## config.mk

```make
export PLATFORM = sky130hd
export DESIGN_NAME = fifo_rd_packer
export DESIGN_NICKNAME = d
export VERILOG_FILES = /design/src/rtl/fifo_rd_packer.sv
export SDC_FILE = /design/constraint.sdc
export NUM_CORES = 1
export LEC_CHECK = 0
export CORE_MARGIN = 8
export CORE_UTILIZATION = 35
export DETAILED_ROUTE_END_ITERATION = 10
export PLACE_DENSITY = 0.57
export SLEW_MARGIN = 20
export SYNTH_ARGS = -nofsm -noshare
export SYNTH_HDL_FRONTEND = slang
export SYNTH_SLANG_ARGS = --single-unit
export TNS_END_PERCENT = 50
```

## constraint.sdc

```tcl
create_clock -name I_CLK -period 1.6 [get_ports I_CLK]
set_input_delay 0.16 -clock I_CLK [delete_from_list [all_inputs] [get_ports I_CLK]]
set_output_delay 0.16 -clock I_CLK [all_outputs]
set_load 0.03 [all_outputs]
```

## src/rtl/fifo_rd_packer.sv

```systemverilog
// -----------------------------------------------------------------------------
// fifo_rd_packer
//   Read-side consumer of an async FIFO. It runs in the FIFO read-clock domain.
//   It pops DW-bit entries through the FIFO REQ/EMPTY read port and packs RATIO
//   of them into one DW*RATIO-bit word, with the first-popped entry in the
//   low lane. Words leave on a valid/ready stream. While the sink accepts, the
//   block sustains one pop per cycle.
//
//   Optional feature macro: FIFO_RD_PACKER_FLUSH_EN
//     When defined, the I_FLUSH port exists. A pulse with a partially filled
//     accumulator (0 < cnt < RATIO) emits the partial word. O_KEEP then marks
//     only the filled lanes, and pops are paused until that word is transferred.
//     When undefined, every emitted word is full and O_KEEP is all-ones.
//
// Ports
//   I_CLK         FIFO read clock
//   I_RST         synchronous reset, active-high
//   I_FIFO_EMPTY  FIFO empty flag
//   I_FIFO_DATA   FIFO head entry, valid whenever !I_FIFO_EMPTY
//   O_FIFO_REQ    pop request; the head entry is consumed at the same rising edge
//   O_DATA        packed output word
//   O_KEEP        lane-valid mask for O_DATA
//   O_VALID       output word valid
//   I_READY       sink ready
//   I_FLUSH       emit a partial word (FIFO_RD_PACKER_FLUSH_EN only)
//   O_DBG_STATE   {accumulator state (1 = FULL), output state (1 = HOLD)}
//
// Handshake: a word transfers at a rising edge where O_VALID && I_READY.
//   O_VALID never drops, and O_DATA/O_KEEP never change, while the word waits
//   for I_READY. O_FIFO_REQ depends combinationally on I_READY, so a completed
//   word can leave and the next pop can happen in the same cycle.
// -----------------------------------------------------------------------------
module fifo_rd_packer #(
    parameter int DW    = 8,
    parameter int RATIO = 4
) (
    input  logic                I_CLK,
    input  logic                I_RST,
    input  logic                I_FIFO_EMPTY,
    input  logic [DW-1:0]       I_FIFO_DATA,
    output logic                O_FIFO_REQ,
    output logic [DW*RATIO-1:0] O_DATA,
    output logic [RATIO-1:0]    O_KEEP,
    output logic                O_VALID,
    input  logic                I_READY,
`ifdef FIFO_RD_PACKER_FLUSH_EN
    input  logic                I_FLUSH,
`endif
    output logic [1:0]          O_DBG_STATE
);

    localparam int             CW       = $clog2(RATIO + 1);
    localparam int             ODW      = DW * RATIO;
    localparam logic [CW-1:0]  CNT_FULL = CW'(RATIO);

    typedef enum logic { ACC_FILL = 1'b0, ACC_FULL = 1'b1 } acc_state_t;
    typedef enum logic { OUT_IDLE = 1'b0, OUT_HOLD = 1'b1 } out_state_t;

    logic [CW-1:0]  r_cnt;
    logic [DW-1:0]  r_lane [RATIO];
    logic [ODW-1:0] r_data;
    logic [RATIO-1:0] r_keep;
    out_state_t     r_out_state;
    out_state_t     w_out_next;
    acc_state_t     w_acc_state;

    logic           w_flush_pend;
    logic           w_xfer;
    logic           w_pop;
    logic [ODW-1:0] w_packed;
    logic [RATIO-1:0] w_mask;

    assign w_acc_state = (r_cnt == CNT_FULL) ? ACC_FULL : ACC_FILL;

`ifdef FIFO_RD_PACKER_FLUSH_EN
    logic r_flush_pend;
    logic w_flush_start;

    // A flush is only meaningful for a partial word. It is ignored when the
    // accumulator is empty, when it is already full, and while a flush is
    // already pending. It can never coincide with a transfer, because a
    // transfer needs a full accumulator or a pending flush.
    assign w_flush_start = I_FLUSH && !r_flush_pend
                           && (r_cnt != '0) && (r_cnt < CNT_FULL);

    always_ff @(posedge I_CLK) begin
        if (I_RST) begin
            r_flush_pend <= 1'b0;
        end else if (w_xfer) begin
            r_flush_pend <= 1'b0;
        end else if (w_flush_start) begin
            r_flush_pend <= 1'b1;
        end
    end

    assign w_flush_pend = r_flush_pend;
`else
    assign w_flush_pend = 1'b0;
`endif

    // Move the accumulator into the output register. This happens when a
    // word is ready and the output register is empty or being drained.
    assign w_xfer = ((w_acc_state == ACC_FULL) || w_flush_pend)
                    && (!O_VALID || I_READY);

    // Pop while there is room. A full accumulator makes room only when its
    // word transfers in this same cycle; this is the sole back-pressure path
    // to the FIFO.
    assign w_pop = !I_RST && !I_FIFO_EMPTY && !w_flush_pend
                   && ((w_acc_state == ACC_FILL) || w_xfer);

    always_comb begin
        w_packed = '0;
        w_mask   = '0;
        for (int i = 0; i < RATIO; i++) begin
            w_packed[i*DW +: DW] = r_lane[i];
            w_mask[i]            = (CW'(i) < r_cnt);
        end
    end

    // Accumulator. On a transfer the lanes are cleared, so that unwritten
    // lanes of the next word read back as zero. A pop in the same cycle
    // restarts the next word at lane 0.
    always_ff @(posedge I_CLK) begin
        if (I_RST) begin
            r_cnt <= '0;
            for (int i = 0; i < RATIO; i++) begin
                r_lane[i] <= '0;
            end
        end else if (w_xfer) begin
            r_cnt <= w_pop ? CW'(1) : '0;
            for (int i = 0; i < RATIO; i++) begin
                r_lane[i] <= (i == 0 && w_pop) ? I_FIFO_DATA : '0;
            end
        end else if (w_pop) begin
            r_cnt <= r_cnt + CW'(1);
            for (int i = 0; i < RATIO; i++) begin
                if (r_cnt == CW'(i)) begin
                    r_lane[i] <= I_FIFO_DATA;
                end
            end
        end
    end

    // Output register. It is loaded only on a transfer, so it stays stable
    // while a word waits for the sink.
    always_ff @(posedge I_CLK) begin
        if (I_RST) begin
            r_data <= '0;
            r_keep <= '0;
        end else if (w_xfer) begin
            r_data <= w_packed;
            r_keep <= w_mask;
        end
    end

    always_ff @(posedge I_CLK) begin
        if (I_RST) begin
            r_out_state <= OUT_IDLE;
        end else begin
            r_out_state <= w_out_next;
        end
    end

    always_comb begin
        w_out_next = r_out_state;
        case (r_out_state)
            OUT_IDLE: begin
                if (w_xfer) w_out_next = OUT_HOLD;
            end
            OUT_HOLD: begin
                if (w_xfer)       w_out_next = OUT_HOLD;
                else if (I_READY) w_out_next = OUT_IDLE;
            end
            default: w_out_next = OUT_IDLE;
        endcase
    end

    assign O_VALID     = (r_out_state == OUT_HOLD);
    assign O_DATA      = r_data;
    assign O_KEEP      = r_keep;
    assign O_FIFO_REQ  = w_pop;
    assign O_DBG_STATE = {w_acc_state == ACC_FULL, r_out_state == OUT_HOLD};

endmodule

```

==> Word level (Yosys, flattened, before mapping) <==
Memories as Yosys holds them, arrays and structs flattened. A register that Yosys moved wholly into a read port is not among the register bits.
Index checks and enable logic that the tools add are counted.
{ "word_totals": {"regBits": 8, "latch_bits": 0, "ramBits": 32, "mem_bits_ro": 0, "out_inout_bits": 40, "wordCells": 74, "mem_count": 1} }
{ "mem_list": {"columns": ["name", "words", "word_bits", "rd", "rd_ports_with_merged_regs", "write_ports", "line", "text"], "rows": [
  ["r_lane", 4, 8, 4, 4, 4, "60", "logic [DW-1:0] r_lane [RATIO];"]
]} }
{ "classes": {"n_addsub": 1, "multipliers": 0, "div_mod_pow": 0, "magnitude_cmp": 4, "n_eq_ne": 4, "shifts": 0, "muxes": 41, "bitwise": 10, "reduce_logical": 10} }
{ "op_table": {"columns": ["op", "count"], "rows": [
  ["$mux 8", 9],
  ["$mux 1", 29],
  ["$or 1x1->1", 8],
  ["$eq 3x2->1 const B", 2],
  ["$lt 1x3->1 const A", 2],
  ["$lt 2x3->1 const A", 2],
  ["$mux 3", 2],
  ["$add 3x1->3 const B", 1],
  ["$eq 3x1->1 const B", 1],
  ["$eq 3x3->1 const B", 1],
  ["$logic_and 1x1->1", 3],
  ["$logic_not 1->1", 3],
  ["$logic_not 3->1", 1],
  ["$logic_or 1x1->1", 2],
  ["$not 1->1", 2],
  ["$pmux 1 s2", 1],
  ["$reduce_bool 2->1", 1]
]} }

==> Depth between registers and ports, before layout <==
{ "logic_depth": {"ltp_word": 10, "mapped_depth": 6} }

==> Worst setup path before layout <==
OpenSTA, ideal clock, no wires.
{ "synth_timing": {"path_kind": "register to register", "from": "register r_cnt[0]", "to": "memory r_lane[0][0] (enable)", "setup_ns": 0.297, "t_arrival_ns": 1.464, "t_required_ns": 1.303, "setup_slack_ns": -0.162, "stages_incl_launch_ff": 7, "path_buffers": 2, "period_less_slack_ns": 1.762, "path_cell_list": "dfxtp_1 > inv_1 > ha_1 > a31oi_1 > buf_2 > buf_2 > nand2_1"} }
{ "synth_lines": {"columns": ["item", "line", "text"], "rows": [
  ["start: declaration", "59", "logic [CW-1:0] r_cnt;"],
  ["start signal: assignment", "131", "r_cnt <= w_pop ? CW'(1) : '0;"],
  ["start signal: assignment", "136", "r_cnt <= r_cnt + CW'(1);"],
  ["end: declaration", "60", null]
]} }

==> Worst setup path in the final report <==
{ "layout_timing": {"from": "register r_cnt[2]", "to": "output port O_FIFO_REQ"} }
{ "layout_between": {"elab_chain_len": 5, "elab_cells_between_ends": 6, "cone_classes": "1 x eq/ne; 1 x mux; 1 x bitwise; 3 x reduce/logical"} }
{ "layout_lines": {"columns": ["item", "line", "text"], "rows": [
  ["$eq 3x3->1 (*)", "73", "assign w_acc_state = (r_cnt == CNT_FULL) ? ACC_FULL : ACC_FILL;"],
  ["$mux 1 (*)", "73", null],
  ["$logic_and 1x1->1 or $not 1->1 (tied branches)", "104, 110", null],
  ["$logic_or 1x1->1 (*)", "110", "&& ((w_acc_state == ACC_FILL) || w_xfer);"],
  ["$logic_and 1x1->1 (*)", "110", null],
  ["end: declaration", "41", "output logic O_FIFO_REQ,"]
]} }
Every way passes the cells marked *; elsewhere a longest branch is shown, timed or not.

==> impl_metrics.tcl <==
set metrics [dict create \
    ys_warn_count 0 \
    rows 32 \
    cp-end-kind "output port" \
    first_pass_iters 4 \
    grt_use_total_pct 11.60 \
    dp_hpwl_mm 4.298 \
    synthToLayoutAreaGrowth_pct 38.89 \
    nets 311 \
    synth_edf_count 24 \
    rsz0062_at_grt "true" \
    slew_headroom_pct 77.54 \
    ys_async_sr_fraction_pct 0 \
    hold_viol_final 0 \
    drive_gt1_share_pct 20.27 \
    finalCriticalPeriod_ns 1.533 \
    grt_first_pass_wirelength_mm 9.908 \
    ys_seq_area_share_pct 62.22 \
    die_y_um 103.9 \
    crit_slowest_cell "dfxtp_1" \
    status "finished clean" \
    detail_route.wl_per_cell_um 14.87 \
    crit_type "flop to output port" \
    drt_iter0_drc 90 \
    instances_no_fill 403 \
    crit_chain "nand4b_1, and2_4, buf_6" \
    grt_max_degree 43 \
    worstPathMaxFanout 8 \
    hold_path_class "flop to flop" \
    start_util_pct 35.53 \
    whs_ns 0.4616 \
    routed_wl_mm 5.991 \
    critPathBufInv 1 \
    finalSetupViolCount 0 \
    cp.depth 3 \
    vias 1883 \
    cap_violations 0 \
    crit_required_ns 1.44 \
    fillerInstances 711 \
    finClkSkew_ns 0.004850 \
    htreeDepth 3 \
    cts_root_buf "clkbuf_8" \
    syn_inst 224 \
    coreArea_um2 7607 \
    cts_sinks 72 \
    synth_flop_cell "dfxtp_1" \
    cp_data_arrival_time_ns 1.37 \
    syn_avg_cell_area_um2 12.07 \
    cts.reportedPaths.clkPinSlew_ns 0.07 \
    grt_pass1_vias 1899 \
    die_x_um 103.9 \
    gr-total-overflow 0 \
    power_mw 3.679 \
    fin_crit_sh_pct 95.81 \
    fmax_ghz 0.6523 \
    cts_tree "done" \
    final_area_um2 3754 \
    synth_cell_types 35 \
    netlist_area_um2 2703 \
    placed_area_um2 3490 \
    ant_nets 0 \
    drc 0 \
    postCtsHoldBufs 0 \
    ir_drop_mv 0.3990 \
    worst_skew_pair.late_latency_ns 0.34 \
    dp_cells 385 \
    tightest_slew_ns 0.3364 \
    antennaDiodeCount 0 \
    avgViaCountPerCell 4.672 \
    port_buffers 51 \
    ys_ff_latch 72 \
    rr_worst_depth 4 \
    cts_buffer_depth 2 \
    max_stage_delay_ns 0.52 \
    cpLargestDelayFamily "flip-flops" \
    die_area_um2 10790 \
    slew_viol_final 0 \
    power.density_nw_per_um2 980.1 \
    p_leak_nw 1.446 \
    worstHoldPathCells 1 \
    cp-start-kind "flop" \
    ioPinCount 52 \
    synth_nets 239 \
    finalWeightedCongestion 0.7222 \
    cts_made_buffers 9 \
    antenna_found_initial 0 \
]
[per-layer routing]
metal,part of all wire (%),global-route usage [%],vias to the layer above
met4,2.4,5.895,0
met2,44,17.42,49
met1,48,14.13,869
li1,-,-,952
met5,0,0,-
met3,5.1,4.523,13
[where the power goes]
group	switching (mW)	total [mW]	leakage [nW]	internal (mW)
clock	0.626	1.46	0.110	0.836
sequential	0.0210	1.96	0.638	1.94
combinational	0.133	0.261	0.698	0.128
total	0.780	3.68	1.45	2.90
[per-stage QoR]
stage / setup slack, ns / TNS [ns] / utilization (%)
finish: 0.06705 / 0 / 49.34
global route: -0.02497 / -0.2256 / 49.34
CTS: 0.01045 / 0 / 49.16
detailed placement: -0.1295 / -5.452 / 45.87
global placement: -0.1107 / -5.011 / 45.87
floorplan: 0.02393 / 0 / -
[state kept, by name, summed over array words and instances, names as in the netlist]
register	count
r_lane	32
r_cnt	3
O_DATA	32
O_KEEP	4
O_VALID	1
[placed cells by master, fill, tap and decap left out, types with 8 or more instances in the layout]
cell type        instances
clkdlybuf4s50_1         47
dfxtp_1                 46
a22o_1                  32
buf_4                   25
edfxtp_1                24
a21oi_1                 19
and2_1                  16
clkbuf_8                11
nand2_1                  9
nand3_1                  8
nand3b_1                 8
[layout make-up]
cell class                      count  area (um2)  area share [%]
Timing Repair Buffer               80       769.5           20.50
Inverter                            6       22.52          0.6000
Clock inverter                      1       5.005          0.1333
Multi-Input combinational cell    127       935.9           24.93
Sequential cell                    72        1684           44.87
Clock buffer                       15       209.0           5.567
Tap cell                          102       127.6           3.400
[Yosys cell counts, drive strengths merged, types with 2 or more instances]
cell type	count	area (um2)
and3	3	18.77
edfxtp	24	720.7
nor2b	2	12.51
nand2b	5	31.28
o21ai	2	10.01
nand3	8	40.04
nand2	11	43.80
nand3b	8	60.06
a21oi	19	95.09
dfxtp	48	960.9
nor3	3	31.28
a22o	32	280.3
and2	17	106.4
ha	3	37.54
clkbuf	2	7.510
a21o	2	15.01
buf	17	96.34
inv	6	22.52
[what timing repair did]
item                                    4_1_cts  5_1_grt
pin swaps                                     2        1
gates cloned                                  0        0
endpoints found under the setup margin       81       33
setup buffers                                 4        0
gates resized for setup                      11        4
[cell families after synthesis]
family,after synthesis,share of synthesized area [%]
flip-flops,72,62.22
AND/OR/NAND/NOR,65,15.56
AO/OA/AOI/OAI,58,15.79
buffers and inverters,25,4.676
adder cells (fa/ha/maj),3,1.389
multiplexers,1,0.3704
[worst paths after layout]
kind	endpoint	slack, ns	startpoint
setup / recovery	O_FIFO_REQ	0.07	r_cnt[2]$_SDFFE_PP0P_
hold / removal	O_KEEP[0]$_SDFFE_PP0P_	0.46	O_KEEP[0]$_SDFFE_PP0P_
setup reg to reg	r_lane[1][6]$_SDFFCE_PN0P_	0.08	r_cnt[2]$_SDFFE_PP0P_
hold reg to reg	O_KEEP[0]$_SDFFE_PP0P_	0.46	O_KEEP[0]$_SDFFE_PP0P_
Power figures use the tool's default switching activity.
